<file path="config.mk">
export PLATFORM = sky130hd
export DESIGN_NAME = ps2_key_encoder_flat
export DESIGN_NICKNAME = d
export VERILOG_FILES = /design/src/rtl/ps2_key_encoder_if.sv /design/src/rtl/ps2_key_encoder.sv /design/src/flat_wrapper.sv
export SDC_FILE = /design/constraint.sdc
export NUM_CORES = 1
export LEC_CHECK = 0
export BUFFER_PORTS_ARGS = -buffer_cell sky130_fd_sc_hd__buf_2
export CORE_MARGIN = 2
export CORE_UTILIZATION = 45
export DETAILED_ROUTE_END_ITERATION = 12
export GPL_TIMING_DRIVEN = 0
export HOLD_SLACK_MARGIN = 0.12
export SLEW_MARGIN = 20
export SYNTH_ARGS = -nofsm -noshare
export SYNTH_HDL_FRONTEND = slang
export SYNTH_SLANG_ARGS = --single-unit
export TNS_END_PERCENT = 100
</file>
<file path="constraint.sdc">
create_clock -name clk -period 2.4 [get_ports clk]
set_input_delay 0.12 -clock clk [delete_from_list [all_inputs] [get_ports clk]]
set_output_delay 0.12 -clock clk [all_outputs]
set_load 0.05 [all_outputs]
</file>
<file path="src/rtl/ps2_key_encoder_if.sv">
// ----------------------------------------------------------------------------
// ps2_key_encoder_if
//   Bundles the PS/2 line inputs and the decoded keyboard outputs of
//   ps2_key_encoder.
//
//   Signals:
//     ps2_clk_in   raw PS/2 clock line (asynchronous to clk)
//     ps2_data_in  raw PS/2 data line (asynchronous to clk)
//     ps2_key      [10] event toggle, [9] pressed, [8] extended, [7:0] code
//     rx_byte      last good received byte
//     rx_valid     one-cycle pulse, rx_byte is new
//     frame_err    one-cycle pulse, a frame was discarded
//     busy         high while a frame is in progress
//     state_dbg    receive FSM state (0 IDLE, 1 DATA, 2 PARITY, 3 STOP)
//
//   Modports:
//     slave   the encoder: consumes the lines, drives the results
//     master  the environment: drives the lines, observes the results
//
//   Handshake: there is no back-pressure. rx_valid and frame_err are single
//   cycle strobes that are never both high; ps2_key is level data whose bit 10
//   flips exactly once per published event.
// ----------------------------------------------------------------------------
interface ps2_key_encoder_if;
    logic        ps2_clk_in;
    logic        ps2_data_in;
    logic [10:0] ps2_key;
    logic [7:0]  rx_byte;
    logic        rx_valid;
    logic        frame_err;
    logic        busy;
    logic [1:0]  state_dbg;

    modport slave (
        input  ps2_clk_in,
        input  ps2_data_in,
        output ps2_key,
        output rx_byte,
        output rx_valid,
        output frame_err,
        output busy,
        output state_dbg
    );

    modport master (
        output ps2_clk_in,
        output ps2_data_in,
        input  ps2_key,
        input  rx_byte,
        input  rx_valid,
        input  frame_err,
        input  busy,
        input  state_dbg
    );
endinterface

</file>
<file path="src/rtl/ps2_key_encoder.sv">
// ----------------------------------------------------------------------------
// ps2_key_encoder
//   Deserialises device-to-host PS/2 frames, tracks the E0 (extended) and
//   F0 (break) prefixes, and publishes one toggle-flagged ps2_key event per
//   key make or break.
//
//   Ports:
//     clk      system clock
//     reset_n  asynchronous active-low reset
//     bus      ps2_key_encoder_if.slave (lines in, ps2_key/rx_byte/rx_valid/
//              frame_err/busy/state_dbg out)
//
//   Parameters:
//     CLK_FREQ    system clock in MHz (real), sizes the timeout counter
//     FILTER_LEN  consecutive differing samples before the filtered clock flips
//     TIMEOUT_US  longest allowed gap between falling clock edges in a frame
//
//   Optional feature (macro PS2_KEY_PARITY_CHECK_EN):
//     defined   - a frame also needs odd parity over data+parity bit
//     undefined - the parity bit is captured and ignored
// ----------------------------------------------------------------------------
module ps2_key_encoder #(
    parameter real CLK_FREQ   = 96.0,
    parameter int  FILTER_LEN = 8,
    parameter int  TIMEOUT_US = 200
) (
    input  logic              clk,
    input  logic              reset_n,
    ps2_key_encoder_if.slave  bus
);

    localparam int TIMEOUT_CYC = int'(CLK_FREQ * real'(TIMEOUT_US));
    localparam int TW          = $clog2(TIMEOUT_CYC + 1);
    localparam int FW          = $clog2(FILTER_LEN + 1);

    typedef enum logic [1:0] {
        S_IDLE   = 2'd0,
        S_DATA   = 2'd1,
        S_PARITY = 2'd2,
        S_STOP   = 2'd3
    } state_t;

    // ------------------------------------------------------------------
    // Synchronisers (preset high: idle bus)
    // ------------------------------------------------------------------
    logic clk_meta_q, clk_sync_q, data_meta_q, data_sync_q;

    always_ff @(posedge clk or negedge reset_n) begin
        if (!reset_n) begin
            clk_meta_q  <= 1'b1;
            clk_sync_q  <= 1'b1;
            data_meta_q <= 1'b1;
            data_sync_q <= 1'b1;
        end else begin
            clk_meta_q  <= bus.ps2_clk_in;
            clk_sync_q  <= clk_meta_q;
            data_meta_q <= bus.ps2_data_in;
            data_sync_q <= data_meta_q;
        end
    end

    // ------------------------------------------------------------------
    // Clock filter and falling-edge strobe
    // ------------------------------------------------------------------
    logic [FW-1:0] flt_cnt_q, flt_cnt_d;
    logic          clk_flt_q, clk_flt_d;
    logic          fe_q, fe_d;

    always_comb begin
        flt_cnt_d = '0;
        clk_flt_d = clk_flt_q;
        fe_d      = 1'b0;
        if (clk_sync_q != clk_flt_q) begin
            // Counter holds the number of differing samples already seen;
            // the current one is the FILTER_LEN-th when it reaches LEN-1.
            if (flt_cnt_q == FW'(FILTER_LEN - 1)) begin
                clk_flt_d = clk_sync_q;
                fe_d      = clk_flt_q;  // flip from 1 to 0
            end else begin
                flt_cnt_d = flt_cnt_q + FW'(1);
            end
        end
    end

    always_ff @(posedge clk or negedge reset_n) begin
        if (!reset_n) begin
            flt_cnt_q <= '0;
            clk_flt_q <= 1'b1;
            fe_q      <= 1'b0;
        end else begin
            flt_cnt_q <= flt_cnt_d;
            clk_flt_q <= clk_flt_d;
            fe_q      <= fe_d;
        end
    end

    // ------------------------------------------------------------------
    // Receive FSM: state register / next state / outputs
    // ------------------------------------------------------------------
    state_t       state_q, state_d;
    logic [2:0]   bitcnt_q;
    logic [7:0]   shift_q;
    logic         par_q;
    logic [TW-1:0] tmo_q;

    logic tmo_expire;
    logic start_en, shift_en, par_en, accept, frame_bad, parity_ok;

    assign tmo_expire = (state_q != S_IDLE) && !fe_q &&
                        (tmo_q == TW'(TIMEOUT_CYC - 1));

    always_ff @(posedge clk or negedge reset_n) begin
        if (!reset_n) state_q <= S_IDLE;
        else          state_q <= state_d;
    end

    always_comb begin
        state_d = state_q;
        if (tmo_expire) begin
            state_d = S_IDLE;
        end else if (fe_q) begin
            case (state_q)
                S_IDLE:   if (!data_sync_q) state_d = S_DATA;
                S_DATA:   if (bitcnt_q == 3'd7) state_d = S_PARITY;
                S_PARITY: state_d = S_STOP;
                S_STOP:   state_d = S_IDLE;
                default:  state_d = S_IDLE;
            endcase
        end
    end

`ifdef PS2_KEY_PARITY_CHECK_EN
    assign parity_ok = ^{shift_q, par_q};
`else
    assign parity_ok = 1'b1;
`endif

    always_comb begin
        start_en  = 1'b0;
        shift_en  = 1'b0;
        par_en    = 1'b0;
        accept    = 1'b0;
        frame_bad = tmo_expire;
        if (fe_q) begin
            case (state_q)
                S_IDLE:   start_en = !data_sync_q;
                S_DATA:   shift_en = 1'b1;
                S_PARITY: par_en   = 1'b1;
                S_STOP: begin
                    accept    = data_sync_q && parity_ok;
                    frame_bad = !(data_sync_q && parity_ok);
                end
                default: ;
            endcase
        end
    end

    // Datapath: bit counter, LSB-first shift register, parity, timeout
    always_ff @(posedge clk or negedge reset_n) begin
        if (!reset_n) begin
            bitcnt_q <= '0;
            shift_q  <= '0;
            par_q    <= 1'b0;
            tmo_q    <= '0;
        end else begin
            if (start_en) bitcnt_q <= '0;
            else if (shift_en) bitcnt_q <= bitcnt_q + 3'd1;
            if (shift_en) shift_q <= {data_sync_q, shift_q[7:1]};
            if (par_en) par_q <= data_sync_q;
            if (fe_q || state_q == S_IDLE) tmo_q <= '0;
            else tmo_q <= tmo_q + TW'(1);
        end
    end

    logic [7:0] rx_byte_q;
    logic       rx_valid_q, frame_err_q;

    always_ff @(posedge clk or negedge reset_n) begin
        if (!reset_n) begin
            rx_byte_q   <= '0;
            rx_valid_q  <= 1'b0;
            frame_err_q <= 1'b0;
        end else begin
            rx_valid_q  <= accept;
            frame_err_q <= frame_bad;
            if (accept) rx_byte_q <= shift_q;
        end
    end

    // ------------------------------------------------------------------
    // Scancode decoder
    // ------------------------------------------------------------------
    logic        ext_q, ext_d, rel_q, rel_d;
    logic [2:0]  skip_q, skip_d;
    logic [10:0] key_q, key_d;

    always_comb begin
        ext_d  = ext_q;
        rel_d  = rel_q;
        skip_d = skip_q;
        key_d  = key_q;
        if (rx_valid_q) begin
            if (skip_q != 3'd0) begin
                // Pause/Break sequence: swallow the tail, then report it as
                // one extended make of 0x77.
                skip_d = skip_q - 3'd1;
                if (skip_q == 3'd1) begin
                    key_d = {~key_q[10], 1'b1, 1'b1, 8'h77};
                    ext_d = 1'b0;
                    rel_d = 1'b0;
                end
            end else begin
                case (rx_byte_q)
                    8'hE0: ext_d = 1'b1;
                    8'hF0: rel_d = 1'b1;
                    8'hAA, 8'hFA, 8'hFE, 8'hEE, 8'h00, 8'hFF: begin
                        ext_d = 1'b0;
                        rel_d = 1'b0;
                    end
                    8'hE1: begin
                        skip_d = 3'd7;
                        ext_d  = 1'b0;
                        rel_d  = 1'b0;
                    end
                    default: begin
                        key_d = {~key_q[10], ~rel_q, ext_q, rx_byte_q};
                        ext_d = 1'b0;
                        rel_d = 1'b0;
                    end
                endcase
            end
        end
    end

    always_ff @(posedge clk or negedge reset_n) begin
        if (!reset_n) begin
            ext_q  <= 1'b0;
            rel_q  <= 1'b0;
            skip_q <= '0;
            key_q  <= '0;
        end else begin
            ext_q  <= ext_d;
            rel_q  <= rel_d;
            skip_q <= skip_d;
            key_q  <= key_d;
        end
    end

    assign bus.ps2_key   = key_q;
    assign bus.rx_byte   = rx_byte_q;
    assign bus.rx_valid  = rx_valid_q;
    assign bus.frame_err = frame_err_q;
    assign bus.busy      = (state_q != S_IDLE);
    assign bus.state_dbg = state_q;

endmodule

</file>
<file path="src/flat_wrapper.sv">
// flat-port wrapper written by rule: the top's interface ports become plain ports
module ps2_key_encoder_flat 
#(
    parameter real CLK_FREQ   = 96.0,
    parameter int  FILTER_LEN = 8,
    parameter int  TIMEOUT_US = 200
)
  (clk, reset_n, bus_ps2_clk_in, bus_ps2_data_in, bus_ps2_key, bus_rx_byte, bus_rx_valid, bus_frame_err, bus_busy, bus_state_dbg);
  ps2_key_encoder_if bus_i ();
  input  logic clk;
  input  logic reset_n;
  input wire logic [$bits(bus_i.ps2_clk_in)-1:0] bus_ps2_clk_in;
  input wire logic [$bits(bus_i.ps2_data_in)-1:0] bus_ps2_data_in;
  output wire logic [$bits(bus_i.ps2_key)-1:0] bus_ps2_key;
  output wire logic [$bits(bus_i.rx_byte)-1:0] bus_rx_byte;
  output wire logic [$bits(bus_i.rx_valid)-1:0] bus_rx_valid;
  output wire logic [$bits(bus_i.frame_err)-1:0] bus_frame_err;
  output wire logic [$bits(bus_i.busy)-1:0] bus_busy;
  output wire logic [$bits(bus_i.state_dbg)-1:0] bus_state_dbg;
  assign bus_i.ps2_clk_in = bus_ps2_clk_in;
  assign bus_i.ps2_data_in = bus_ps2_data_in;
  assign bus_ps2_key = bus_i.ps2_key;
  assign bus_rx_byte = bus_i.rx_byte;
  assign bus_rx_valid = bus_i.rx_valid;
  assign bus_frame_err = bus_i.frame_err;
  assign bus_busy = bus_i.busy;
  assign bus_state_dbg = bus_i.state_dbg;
  ps2_key_encoder #(.CLK_FREQ(CLK_FREQ), .FILTER_LEN(FILTER_LEN), .TIMEOUT_US(TIMEOUT_US)) u_core (.clk(clk), .reset_n(reset_n), .bus(bus_i));
endmodule
</file>
; Word level (Yosys, flattened, before mapping)
; Index checks and enable logic that the tools add are counted.
[classes]
bitwise_logic = 2
add_sub_neg = 4
n_reduce_logical = 19
eq_ne = 22
muxes = 30
[ops]
columns = op, count
row1 = $eq 8x8->1 const B, 8
row2 = $mux 11, 3
row3 = $add 15x1->15 const B, 1
row4 = $eq 15x15->1 const B, 1
row5 = $mux 15, 1
row6 = $mux 1, 13
row7 = $mux 3, 4
row8 = $reduce_and 3->1, 4
row9 = $reduce_or 9->1, 1
row10 = $logic_not 8->1, 1
row11 = $mux 2, 4
row12 = $mux 4, 2
row13 = $pmux 2 s4, 1
row14 = $reduce_bool 2->1, 4
row15 = $ne 2x1->1 const B, 3
row16 = $add 4x1->4 const B, 1
row17 = $eq 2x2->1 const B, 2
row18 = $eq 4x3->1 const B, 1
row19 = $pmux 1 s2, 2
row20 = $reduce_and 2->1, 2
row21 = $add 3x1->3 const B, 1
row22 = $eq 3x1->1 const B, 1
row23 = $eq 3x3->1 const B, 1
row24 = $ne 3x1->1 const B, 1
row25 = other kinds (11), 14
[word_totals]
output_inout_bits = 24
wordCells = 95
regBits = 64
input_bits = 4

; Longest topological paths before layout
[logic_depth]
word_depth = 5
mapped_depth = 7
depth_no_buf = 6

; Worst setup path after synthesis
; Ideal clock, no wire load.
[synth_path]
path_type = register to register
startpoint = register u_core.state_q[0] (netlist: u_core.bus.state_dbg[0])
endpoint = register u_core.state_q[1] (netlist: u_core.bus.state_dbg[1])
t_arrival_ns = 2.058
path_stages_with_launch = 8
slack_ns = 0.221
setup_time_ns = 0.122
n_path_buf = 1
cell_sequence = dfrtp_1 inv_1 ha_1 or2_2 clkbuf_2 nor4_2 o21ai_1 a32o_1
[synth_between]
elab_chain_cells = 5
[synth_rtl]
columns = item, line
row1 = "start, declared", ps2_key_encoder.sv:100  ; state_t state_q, state_d;
row2 = "start signal, assigned", ps2_key_encoder.sv:114  ; else state_q <= state_d;
row3 = branches (longest 5 deep; another with $pmux 2 s4), n/a
; Several ways; the timed one is not identified. The select of a mux whose other input is x is not followed.
; A chain may end at the register's enable or synchronous reset.

; Worst setup path after layout
; Ends and elaborated chain as after synthesis.

==> impl_metrics.toml <==
[power_and_ir_drop]
combPwrFrac = 0.048
p_leak_uw = 0.00166
p_total_uw = 2180
p_int_uw = 1700
switchingPower_uw = 473
p_clk_frac = 0.425
peakVddDrop_mv = 0.399
power.share.switching = 0.218
p_per_area_nw_per_um2 = 647
seqPwrFrac = 0.526

[route]
avgViaCountPerCell = 5.10
via_count = 1897
drt_first_pass_iters = 4
drt_iter0_drc = 79
routed_wl_mm = 4.92
wire_per_inst_um = 13.2
ant_nets = 0
drc = 0

[logic_synthesis]
synth_area_um2 = 2870
synth.most_common_cell = "dfrtp_1"
synth_common_cells = "dfrtp_1 (59), nor2_1 (26), mux2_2 (18)"
synthArstFlopShare = 1.00
synthFlopType = "dfrtp_1"
synth_edf_count = 0
post-synth-top-area-fraction = 0.514
synth_seq_cells = 64
ys_seq_area_frac = 0.560
syn_inst = 248
syn_area_per_cell_um2 = 11.6
ys_warn_count = 0
synth_cell_type_count = 50
netlist_top_cells_area = "dfrtp_1 (51%), mux2_2 (7.1%), ha_1 (5.2%), dfstp_2 (4.6%), nor2_1 (3.4%)"
syn_nets = 264
synth_top_area_cell = "dfrtp_1"

[global_route]
grt-ovfl-total = 0
antenna_found_initial = 0
grt_pass1_vias = 1889
grt_pass1_wl_mm = 8.80
grt_use_total = 0.157
grt_max_degree = 49

[worst_hold_path]
worstHoldPathType = "primary input to async pin"

[finish]
final_cell_area_um2 = 3360
n_antenna_cell = 0
areaGrowthSynthToFinish_pct = 17.1
nets = 306
drive_gt1_frac = 0.268
nFillCells = 581

[worst_setup_path]
path_class = "register to register"
worstPathMaxFanout = 7
required_ns = 2.62
crit_arrival_ns = 2.32
worst_setup_path_end_kind = "register"
cp-start-kind = "register"

[sta]
fmax_ghz = 0.475
fin_skew_ns = 0.00695
fin_ws_ns = 0.296
worst_slew_pin_slew_ns = 0.475
slew_viol_final = 0
maxSlewHeadroom = 0.680
setup_viol = 0
tns_ns = 0
finalCriticalPeriod_ns = 2.10
rsz0062_at_grt = "no"
fin_crit_sh = 0.877
hold_viol = 0

[cts]
cts_sinks = 64
clk_latency_ns = 0.33
cts_max_level = 3
path_clk_slew_ns = 0.07
cts-root-buf = "clkbuf_8"
clock_path_buffers = 2
cts_setup_buffers = 0
numCtsBuffers = 9
cts_tree = "yes"

[placed_design]
dpl_cell_area_um2 = 3130
place.gp.congestion = 0.758
preCtsSetupSlack_ns = 0.333
dp_hpwl_mm = 3.43
numPortBuffers = 27

[die]
ios = 28
initial_utilization = 0.457
die_h_um = 83.9
die_x_um = 83.9
core.rowCount = 29
die_area_um2 = 7040
coreArea_um2 = 6280

[job]
max_cap_violations = 0

[outcome]
status = "finished clean"
[routing by layer]
metal | part of all wire | track usage
met1 | 0.51 | 0.211
met2 | 0.45 | 0.233
met3 | 0.041 | 0.0593
met4 | 0.0061 | 0.0587
met5 | 0 | 0
[through the flow]
step / util / hold slack (ns) / cells
6_report: 0.536 / 0.213 / 372
5_1_grt: 0.536 / 0.212 / 372
4_1_cts: 0.536 / 0.191 / 372
3_5_place_dp: 0.499 / 0.00987 / 353
3_3_place_gp: 0.494 / 0.226 / 352
2_1_floorplan: - / -0.176 / 248
[cell usage in the layout (no fill, tap or decap), types with 4 or more instances in the layout]
| cell type | instances |
|---|---|
| nor2_1 | 26 |
| nor3_1 | 5 |
| ha_1 | 12 |
| xnor2_1 | 6 |
| o21ai_0 | 5 |
| o22ai_1 | 4 |
| nand2_1 | 12 |
| clkbuf_8 | 11 |
| nand3_1 | 10 |
| o22a_1 | 6 |
| inv_1 | 15 |
| dfrtp_1 | 59 |
| xor2_1 | 8 |
| mux2_2 | 18 |
| dfstp_2 | 5 |
| buf_2 | 28 |
| a21oi_1 | 6 |
[layout make-up]
type / instances / area (µm²) / area share
buffer: 5 / 26.3 / 0.00782
timing repair buffer: 31 / 195 / 0.0581
multi-input combinational: 162 / 1170 / 0.349
clock inverter: 3 / 40.0 / 0.0119
sequential: 64 / 1610 / 0.478
inverter: 17 / 63.8 / 0.0190
clock buffer: 13 / 159 / 0.0473
tap: 77 / 96.3 / 0.0287
[sequential cells by signal, indices dropped and copies added (netlist names), 2 cells and up]
name                  cells
u_core.bus.rx_byte        8
u_core.shift_q            8
u_core.bus.ps2_key       11
u_core.bitcnt_q           3
u_core.flt_cnt_q          4
u_core.bus.state_dbg      2
u_core.skip_q             3
u_core.tmo_q             15
[repair_timing]
item / in CTS / in global routing
endpoints found under the hold margin: 64 / 0
hold buffers: 3 / 0
gates resized for setup: 0 / 0
[power groups by stage]
stage	sequential, µW	combinational, µW	clock, µW
6_report	1140	105	925
5_1_grt	1150	119	1010
4_1_cts	1140	109	949
3_5_place_dp	1160	104	0
3_3_place_gp	1160	95.8	0
2_1_floorplan	1160	61.6	0
[worst max-delay path, stage by stage (launching register included)]
cell and delay [ns]:
dfrtp_1 0.43, inv_1 0.11, ha_1 0.25, or2_2 0.28
clkbuf_2 0.17, nor4_2 0.38, o21ai_1 0.15, a32o_1 0.22
[final timing paths]
path / from / endpoint / slack (ns) / cells after the start
setup / recovery: u_core.bus.state_dbg[0]$_DFFE_PN0P_ / u_core.bus.state_dbg[1]$_DFFE_PN0P_ / 0.30 / 7
hold / removal: reset_n / u_core.bus.ps2_key[8]$_DFFE_PN0P_ / 0.21 / 2
max in group asynchronous: reset_n / u_core.data_sync_q$_DFF_PN1_ / 1.63 / 3
min in group clk: u_core.clk_meta_q$_DFF_PN1_ / u_core.clk_sync_q$_DFF_PN1_ / 0.36 / 0
setup reg to reg: u_core.bus.state_dbg[0]$_DFFE_PN0P_ / u_core.bus.state_dbg[1]$_DFFE_PN0P_ / 0.30 / 7
hold reg to reg: u_core.clk_meta_q$_DFF_PN1_ / u_core.clk_sync_q$_DFF_PN1_ / 0.36 / 0
[cells by family (layout without fill, tap and decap cells)]
| logic type | count (synthesis) | in the layout | share of synthesized area |
|---|---|---|---|
| AND/OR/NAND/NOR | 80 | 80 | 0.146 |
| flip-flops | 64 | 64 | 0.560 |
| AO/OA/AOI/OAI | 37 | 37 | 0.0941 |
| buffers and inverters | 22 | 69 | 0.0314 |
| multiplexers | 19 | 19 | 0.0741 |
| XOR/XNOR | 14 | 14 | 0.0427 |
| adder cells (fa/ha/maj) | 12 | 12 | 0.0523 |
Note: power is estimated with default switching activity, not from simulation.
